`config.mk`:
```
export PLATFORM = sky130hd
export DESIGN_NAME = reset_sequencer_flat
export DESIGN_NICKNAME = d
export VERILOG_FILES = /design/src/rtl/reset_sequencer_if.sv /design/src/rtl/reset_sequencer.sv /design/src/flat_wrapper.sv
export SDC_FILE = /design/constraint.sdc
export NUM_CORES = 1
export LEC_CHECK = 0
export BUFFER_PORTS_ARGS = -buffer_cell sky130_fd_sc_hd__buf_2
export CAP_MARGIN = 20
export CORE_MARGIN = 2
export CORE_UTILIZATION = 48
export CTS_BUF_LIST = sky130_fd_sc_hd__clkbuf_16
export DETAILED_ROUTE_END_ITERATION = 6
export PLACE_DENSITY = 0.72
export SLEW_MARGIN = 20
export SYNTH_ARGS = -nofsm -noshare
export SYNTH_HDL_FRONTEND = slang
export SYNTH_SLANG_ARGS = --single-unit
```
`constraint.sdc`:
```
create_clock -name clk -period 3.9 [get_ports clk]
set_clock_uncertainty 0.05 [all_clocks]
set_input_delay 0.195 -clock clk [delete_from_list [all_inputs] [get_ports clk]]
set_output_delay 0.195 -clock clk [all_outputs]
set_load 0.005 [all_outputs]
```
`src/rtl/reset_sequencer_if.sv`:
```
// Handshake bundle between the reset sequencer, software and the reset domains.
// master: the sequencer side. slave: software plus the domains it controls.
interface reset_sequencer_if #(
  parameter int NUM_DOMAINS = 4
);
  logic                   sw_req;
  logic [NUM_DOMAINS-1:0] quiesce_ack;
  logic [NUM_DOMAINS-1:0] quiesce_req;
  logic [NUM_DOMAINS-1:0] domain_rst;
  logic                   busy;
  logic                   done;
  logic                   timeout;

  modport master (
    input  sw_req, quiesce_ack,
    output quiesce_req, domain_rst, busy, done, timeout
  );

  modport slave (
    output sw_req, quiesce_ack,
    input  quiesce_req, domain_rst, busy, done, timeout
  );
endinterface

```
`src/rtl/reset_sequencer.sv`:
```
// Per-domain reset generator. Holds all domains in reset, releases them one at
// a time in ascending order, and serves software reset requests with a
// quiesce/drain handshake bounded by a timeout. All outputs come from flops or
// from a direct decode of the state register, so they are glitch-free.
module reset_sequencer #(
  parameter int NUM_DOMAINS    = 4,
  parameter int HOLD_CYCLES    = 16,
  parameter int STAGGER_CYCLES = 4,
  parameter int TIMEOUT_CYCLES = 64
) (
  input  logic              clk,
  input  logic              rst,
  reset_sequencer_if.master bus
);

  localparam int IDX_W = (NUM_DOMAINS > 1) ? $clog2(NUM_DOMAINS) : 1;

  localparam logic [2:0] IDLE    = 3'd0;
  localparam logic [2:0] DRAIN   = 3'd1;
  localparam logic [2:0] ASSERT  = 3'd2;
  localparam logic [2:0] RELEASE = 3'd3;
  localparam logic [2:0] DONE    = 3'd4;

  logic [2:0]             state_reg, state_next;
  logic [15:0]            cnt_reg, cnt_next;
  logic [IDX_W-1:0]       idx_reg, idx_next;
  logic [NUM_DOMAINS-1:0] domain_rst_reg, domain_rst_next;
  logic [NUM_DOMAINS-1:0] quiesce_req_reg, quiesce_req_next;
  logic                   timeout_reg, timeout_next;

  logic [NUM_DOMAINS-1:0] release_sel;
  logic                   all_ack;
  logic                   drain_expired;
  logic                   hold_done;
  logic                   stagger_done;
  logic                   last_domain;

  // One-hot select of the domain currently due for release.
  for (genvar gi = 0; gi < NUM_DOMAINS; gi++) begin : g_sel
    assign release_sel[gi] = (idx_reg == IDX_W'(gi));
  end

  assign all_ack       = &bus.quiesce_ack;
  assign drain_expired = (cnt_reg == 16'(TIMEOUT_CYCLES - 1));
  assign hold_done     = (cnt_reg == 16'(HOLD_CYCLES - 1));
  assign stagger_done  = (cnt_reg == 16'(STAGGER_CYCLES - 1));
  assign last_domain   = (idx_reg == IDX_W'(NUM_DOMAINS - 1));

  // Next-state and output-flop logic for the drain / hold / staggered release sequence.
  always_comb begin
    state_next       = state_reg;
    cnt_next         = cnt_reg;
    idx_next         = idx_reg;
    domain_rst_next  = domain_rst_reg;
    quiesce_req_next = quiesce_req_reg;
    timeout_next     = timeout_reg;
    case (state_reg)
      IDLE: begin
        if (bus.sw_req) begin
          state_next       = DRAIN;
          cnt_next         = '0;
          quiesce_req_next = '1;
          timeout_next     = 1'b0;
        end
      end
      DRAIN: begin
        cnt_next = cnt_reg + 16'd1;
        // A full simultaneous ack in the terminal cycle counts as a clean drain.
        if (all_ack || drain_expired) begin
          state_next       = ASSERT;
          cnt_next         = '0;
          domain_rst_next  = '1;
          quiesce_req_next = '0;
          timeout_next     = !all_ack;
        end
      end
      ASSERT: begin
        cnt_next = cnt_reg + 16'd1;
        if (hold_done) begin
          state_next = RELEASE;
          cnt_next   = '0;
          idx_next   = '0;
        end
      end
      RELEASE: begin
        cnt_next = cnt_reg + 16'd1;
        if (stagger_done) begin
          cnt_next        = '0;
          idx_next        = idx_reg + 1'b1;
          domain_rst_next = domain_rst_reg & ~release_sel;
          if (last_domain) begin
            state_next = DONE;
          end
        end
      end
      DONE: begin
        state_next = IDLE;
      end
      default: begin
        state_next = ASSERT;
      end
    endcase
  end

  // State and output registers; rst restarts the whole hold-and-release sequence.
  always_ff @(posedge clk) begin
    if (rst) begin
      state_reg       <= ASSERT;
      cnt_reg         <= '0;
      idx_reg         <= '0;
      domain_rst_reg  <= '1;
      quiesce_req_reg <= '0;
      timeout_reg     <= 1'b0;
    end else begin
      state_reg       <= state_next;
      cnt_reg         <= cnt_next;
      idx_reg         <= idx_next;
      domain_rst_reg  <= domain_rst_next;
      quiesce_req_reg <= quiesce_req_next;
      timeout_reg     <= timeout_next;
    end
  end

  assign bus.domain_rst  = domain_rst_reg;
  assign bus.quiesce_req = quiesce_req_reg;
  assign bus.timeout     = timeout_reg;
  assign bus.busy        = (state_reg != IDLE);
  assign bus.done        = (state_reg == DONE);

endmodule
```
`src/flat_wrapper.sv`:
```
// flat-port wrapper written by rule: the top's interface ports become plain ports
module reset_sequencer_flat 
#(
  parameter int NUM_DOMAINS    = 4,
  parameter int HOLD_CYCLES    = 16,
  parameter int STAGGER_CYCLES = 4,
  parameter int TIMEOUT_CYCLES = 64
)
  (clk, rst, bus_sw_req, bus_quiesce_ack, bus_quiesce_req, bus_domain_rst, bus_busy, bus_done, bus_timeout);
  reset_sequencer_if #(.NUM_DOMAINS(NUM_DOMAINS)) bus_i ();
  input  logic clk;
  input  logic rst;
  input wire logic [$bits(bus_i.sw_req)-1:0] bus_sw_req;
  input wire logic [$bits(bus_i.quiesce_ack)-1:0] bus_quiesce_ack;
  output wire logic [$bits(bus_i.quiesce_req)-1:0] bus_quiesce_req;
  output wire logic [$bits(bus_i.domain_rst)-1:0] bus_domain_rst;
  output wire logic [$bits(bus_i.busy)-1:0] bus_busy;
  output wire logic [$bits(bus_i.done)-1:0] bus_done;
  output wire logic [$bits(bus_i.timeout)-1:0] bus_timeout;
  assign bus_i.sw_req = bus_sw_req;
  assign bus_i.quiesce_ack = bus_quiesce_ack;
  assign bus_quiesce_req = bus_i.quiesce_req;
  assign bus_domain_rst = bus_i.domain_rst;
  assign bus_busy = bus_i.busy;
  assign bus_done = bus_i.done;
  assign bus_timeout = bus_i.timeout;
  reset_sequencer #(.NUM_DOMAINS(NUM_DOMAINS), .HOLD_CYCLES(HOLD_CYCLES), .STAGGER_CYCLES(STAGGER_CYCLES), .TIMEOUT_CYCLES(TIMEOUT_CYCLES)) u_core (.clk(clk), .rst(rst), .bus(bus_i));
endmodule
```
After elaboration in Yosys (flattened, before gate mapping)
Cells that the tools add are included.
{ "totals": {"word_cells": 63, "ff_bits": 30, "out_inout_bits": 11, "input_bits": 7} }
{ "classes": {"n_reduce_logical": 15, "mux": 23, "eq_ne": 15, "add_sub_neg": 2, "bitwise": 2} }
{ "op_table": {"columns": ["cell", "count"], "rows": [
  ["2-to-1 mux 16 bit", 4],
  ["case mux 16 bit (4 select lines)", 1],
  ["adder 16 x 1 -> 16 bit, second input constant", 1],
  ["equality test 16 x 2 -> 1 bit, second input constant", 1],
  ["equality test 16 x 4 -> 1 bit, second input constant", 1],
  ["equality test 16 x 6 -> 1 bit, second input constant", 1],
  ["2-to-1 mux 4 bit", 4],
  ["case mux 4 bit (2 select lines)", 2],
  ["2-to-1 mux 3 bit", 5],
  ["case mux 3 bit (5 select lines)", 1],
  ["AND reduction 3 bit", 3],
  ["inequality test 2 x 1 -> 1 bit, second input constant", 4],
  ["equality test 3 x 2 -> 1 bit, second input constant", 2],
  ["nonzero test 2 bit", 3],
  ["AND reduction 5 bit", 1],
  ["AND 4 bit", 1],
  ["equality test 2 bit, second input constant", 2],
  ["2-to-1 mux 2 bit", 2],
  ["inverter 4 bit", 1],
  ["case mux 2 bit (2 select lines)", 1],
  ["AND reduction 4 bit", 1],
  ["nonzero test 4 bit", 1],
  ["equality test 3 x 1 -> 1 bit, second input constant", 1],
  ["equality test 3 bit, second input constant", 1],
  ["11 further kinds", 12]
]} }

Depth between registers and ports, before layout
{ "logic_depth": {"word_depth": 5, "depth_mapped": 8, "mapped_depth_nobuf": 6} }

Least setup slack after synthesis
No wires, ideal clock.
{ "synth_timing": {"path_type": "register to register", "start": "reg u_core.cnt_reg[11]", "end": "reg u_core.cnt_reg[15]", "n_path_buf": 2, "arrival_ns": 1.941, "slack_ns": 1.782, "required_time_ns": 3.723, "stages_incl_launch_ff": 8, "cell_sequence": "dfxtp_1 -> or4_4 -> a2111o_1 -> and2_4 -> buf_6 -> buf_6 -> o2111ai_1 -> nand3_1"} }
{ "synth_via": {"elab_chain_cells": 4} }
{ "synth_lines": {"columns": ["item", "line_no", "source"], "rows": [
  ["start: declaration", "reset_sequencer.sv:25", "logic [15:0] cnt_reg, cnt_next;"],
  ["start signal: assignment", "reset_sequencer.sv:116", "cnt_reg <= cnt_next;"],
  ["branches (longest 3 deep; another with adder 16 x 1 -> 16 bit)", null, null],
  ["case mux 16 bit (4 select lines) *", "reset_sequencer.sv:57", "case (state_reg)"]
]} }
Mark *: on every way between the ends.
A chain may end at the register's enable or synchronous reset.

Final worst setup path
{ "layout_timing": {"start": "reg u_core.cnt_reg[8]", "end": "reg u_core.cnt_reg[2]"} }
{ "layout_via": {"elab_chain_cells": 4} }
{ "layout_lines": {"columns": ["item", "line_no", "source"], "rows": [
  ["equality test 16 x 6 -> 1 bit", "reset_sequencer.sv:44", "assign drain_expired = (cnt_reg == 16'(TIMEOUT_CYCLES - 1));"],
  ["logical OR 1 bit", "reset_sequencer.sv:69", "if (all_ack || drain_expired) begin"],
  ["2-to-1 mux 16 bit", "reset_sequencer.sv:69", null],
  ["case mux 16 bit (4 select lines) *", "reset_sequencer.sv:57", null]
]} }
Every way passes the cells marked *; elsewhere a longest branch is shown, timed or not.

==> metrics.yaml <==
synthesis:
  synth.distinct_cells: 47
  synth-simple-area-share_pct: 30.8
  synthAdderAreaFrac_pct: 4.57
  synth-xor-area-share_pct: 0.534
  ys_ff_latch: 27
  syn_nets: 219
  synth.avg_cell_area_um2: 7.97
  synth_edf_count: 0
  synth_warnings: 0
  syn_inst: 206
  synth_seq_area_share_pct: 32.9
  syn-cell-area_um2: 1640
  yosys-mux-area-fraction_pct: 0
  ys_async_sr_fraction_pct: 0
  synth_top_family_by_area: "simple AND/OR/NAND/NOR gates"
  synth_compound_area_share_pct: 24.1
  yosys_most_used_dff: "dfxtp_1"
clocking:
  cts_num_sinks: 27
  cts_setup_buffers: 0
  worstSkewPairLatency_ns: 0.27
  ctsResizeCount: 0
  ctsHoldBuffers: 0
  cts-root-buf: "clkbuf_16"
  clockBufferDepth: 2
  htreeDepth: 1
  cts_tree: "yes"
  numCtsBuffers: 3
  clk_pin_slew_ns: 0.07
floorplanning:
  die_y_um: 62.5
  row_count: 21
  die_area_um2: 3900
  core_area_um2: 3310
  num_io_pins: 18
  start_util_pct: 49.6
  die_w_um: 62.5
global_route:
  grt_max_degree: 20
  track_usage_pct: 18.8
  antenna_found_initial: 0
  grt_pass1_wl_um: 5950
  grt_pass1_vias: 1242
  grt_overflow: 0
finish:
  area_delta_synth_final_pct: 9.45
  nNetsFinal: 228
  final_util_pct: 54.3
  diodes: 0
  fillers: 325
  fin_cells: 260
  drive_above_1_share_pct: 15.4
  multi_input_area_um2: 985
  register_area_um2: 541
  largest_reg_flops: 16
job:
  drv_cap: 0
timing:
  hold_viol: 0
  slew_viol_final: 0
  relSlewSlack_pct: 33.3
  max_freq_mhz: 423
  finalCriticalPeriod_ns: 2.36
  setup_viol: 0
  rsz0062_at_grt: "false"
  period_share_pct: 60.6
  tns_ns: 0
  worst_pin_slew_ns: 0.997
status:
  run_status: "finished clean"
critical_path:
  critPathCaptureType: "flop"
  cp_max_fo: 10
  required_ns: 3.98
  critPathKind: "flop to flop"
  cp-start-kind: "flop"
  cp_data_arrival_time_ns: 2.45
drt:
  drtAntennaViolNets: 0
  drc_errors: 0
  num_vias: 1490
  avgViaCountPerCell: 5.73
  wire_per_inst_um: 13.4
  first_iter_violations: 84
  drt-pass1-iter-count: 4
  wl_um: 3480
power_and_ir_drop:
  clkPwrFrac_pct: 44.0
  power_switching_w: 0.000113
  p_per_area_nw_per_um2: 299
  ir_worst_vdd_mv: 0.151
  internal-power_w: 0.000425
  power_leakage_nw: 0.680
  swShare_pct: 21.0
  p_total_w: 0.000538
  pwr-share-seq_pct: 52.5
  power_frac_comb_pct: 3.4
placed_design:
  dp.final_hpwl_um: 2490
  place_inst: 256
  finalWeightedCongestion: 0.793
  port_buffers: 17
hold_path:
  hold_class: "input pin to flop"
## power by group through the flow
| stage | clock network (W) | logic, W | registers (W) |
|---|---|---|---|
| after floorplan | 0 | 0.0000129 | 0.000287 |
| after global placement | 0 | 0.0000181 | 0.000289 |
| after detailed placement | 0 | 0.0000183 | 0.000289 |
| after CTS | 0.000243 | 0.0000184 | 0.000282 |
| after global routing | 0.000253 | 0.0000204 | 0.000283 |
| final | 0.000237 | 0.0000184 | 0.000282 |
## final cells by class
type                            count  area share, %
Clock inverter                      1          0.279
Clock buffer                        3           4.18
Inverter                            9           1.88
Tap cell                           46           3.20
Timing Repair Buffer               19           5.57
Sequential cell                    27           30.1
Multi-Input combinational cell    155           54.8
## synth_stat cells (2+ instances only)
cell       count  share of area [%]
nand2_1       32                7.3
dfxtp_1       27                 33
nor2_1        13                3.0
nand3_1       11                3.4
clkbuf_1      10                2.3
o21ai_0       10                3.0
inv_1          9                2.1
a21oi_1        8                2.4
o211ai_1       7                3.2
o221ai_1       7                3.7
ha_1           6                4.6
nor3_1         5                1.5
a2bb2oi_1      4                2.1
and3_1         4                1.5
nor4_1         4                1.5
o2111ai_1      4                2.1
buf_4          3                1.4
nand2b_1       3                1.1
and2_1         2               0.76
and4_1         2                1.1
buf_6          2                1.4
nand4_1        2               0.76
nor2b_1        2               0.76
o21a_1         2               0.91
o31a_1         2                1.1
or2_2          2               0.76
or3_1          2               0.76
or4_4          2                1.4
## worst max-delay path, stage by stage (launching register included)
cell and delay (ns):
dfxtp_1 0.37, or4_4 0.58, nor4_2 0.44, nor3_2 0.20
buf_4 0.22, o21ai_2 0.23, o311ai_0 0.14
## through the flow
stage | setup slack [ns] | area, um^2 | hold slack, ns
6_report | 1.54 | 1800 | 0.179
5_1_grt | 1.38 | 1800 | 0.185
4_1_cts | 1.52 | 1800 | 0.178
3_5_place_dp | 1.54 | 1720 | 0.430
3_3_place_gp | 1.59 | 1720 | 0.430
2_1_floorplan | 1.78 | 1640 | 0.346
## final timing paths
kind / start / to / slack (ns) / cells after the start
setup / recovery: u_core.cnt_reg[8] / u_core.cnt_reg[2] / 1.54 / 6
hold / removal: rst / u_core.idx_reg[1] / 0.18 / 2
setup reg to reg: u_core.cnt_reg[8] / u_core.cnt_reg[2] / 1.54 / 6
hold reg to reg: u_core.bus.domain_rst[2] / u_core.bus.domain_rst[2] / 0.44 / 1
## per-layer routing
metal	vias to the layer above	routed length (um)	share of wire [%]	track usage, %
met5	-	0	0	0
met4	0	73	2.1	10.0
met3	4	117	3.4	2.70
met2	25	1510	44	26.5
met1	689	1770	51	27.3
li1	772	-	-	-
## cell usage in the layout (no fill, tap or decap), drive strengths merged, types with 4 or more instances in the layout
cell type / count
and3: 4
o2111ai: 4
dfxtp: 27
o211ai: 8
ha: 6
nor3: 6
inv: 9
nand2: 32
buf: 19
a2bb2oi: 4
nand3: 11
a21oi: 8
o21ai: 11
nor2: 13
nor4: 5
o221ai: 7
## cells by family after synthesis
logic type,count (synthesis)
AOI/OAI and AO/OA,53
xor gates and xnor gates,1
adders and majority gates,6
buffers and inverters,24
DFF,27
and+or+nand+nor,95
No activity file was read; power rests on OpenSTA's default activity.
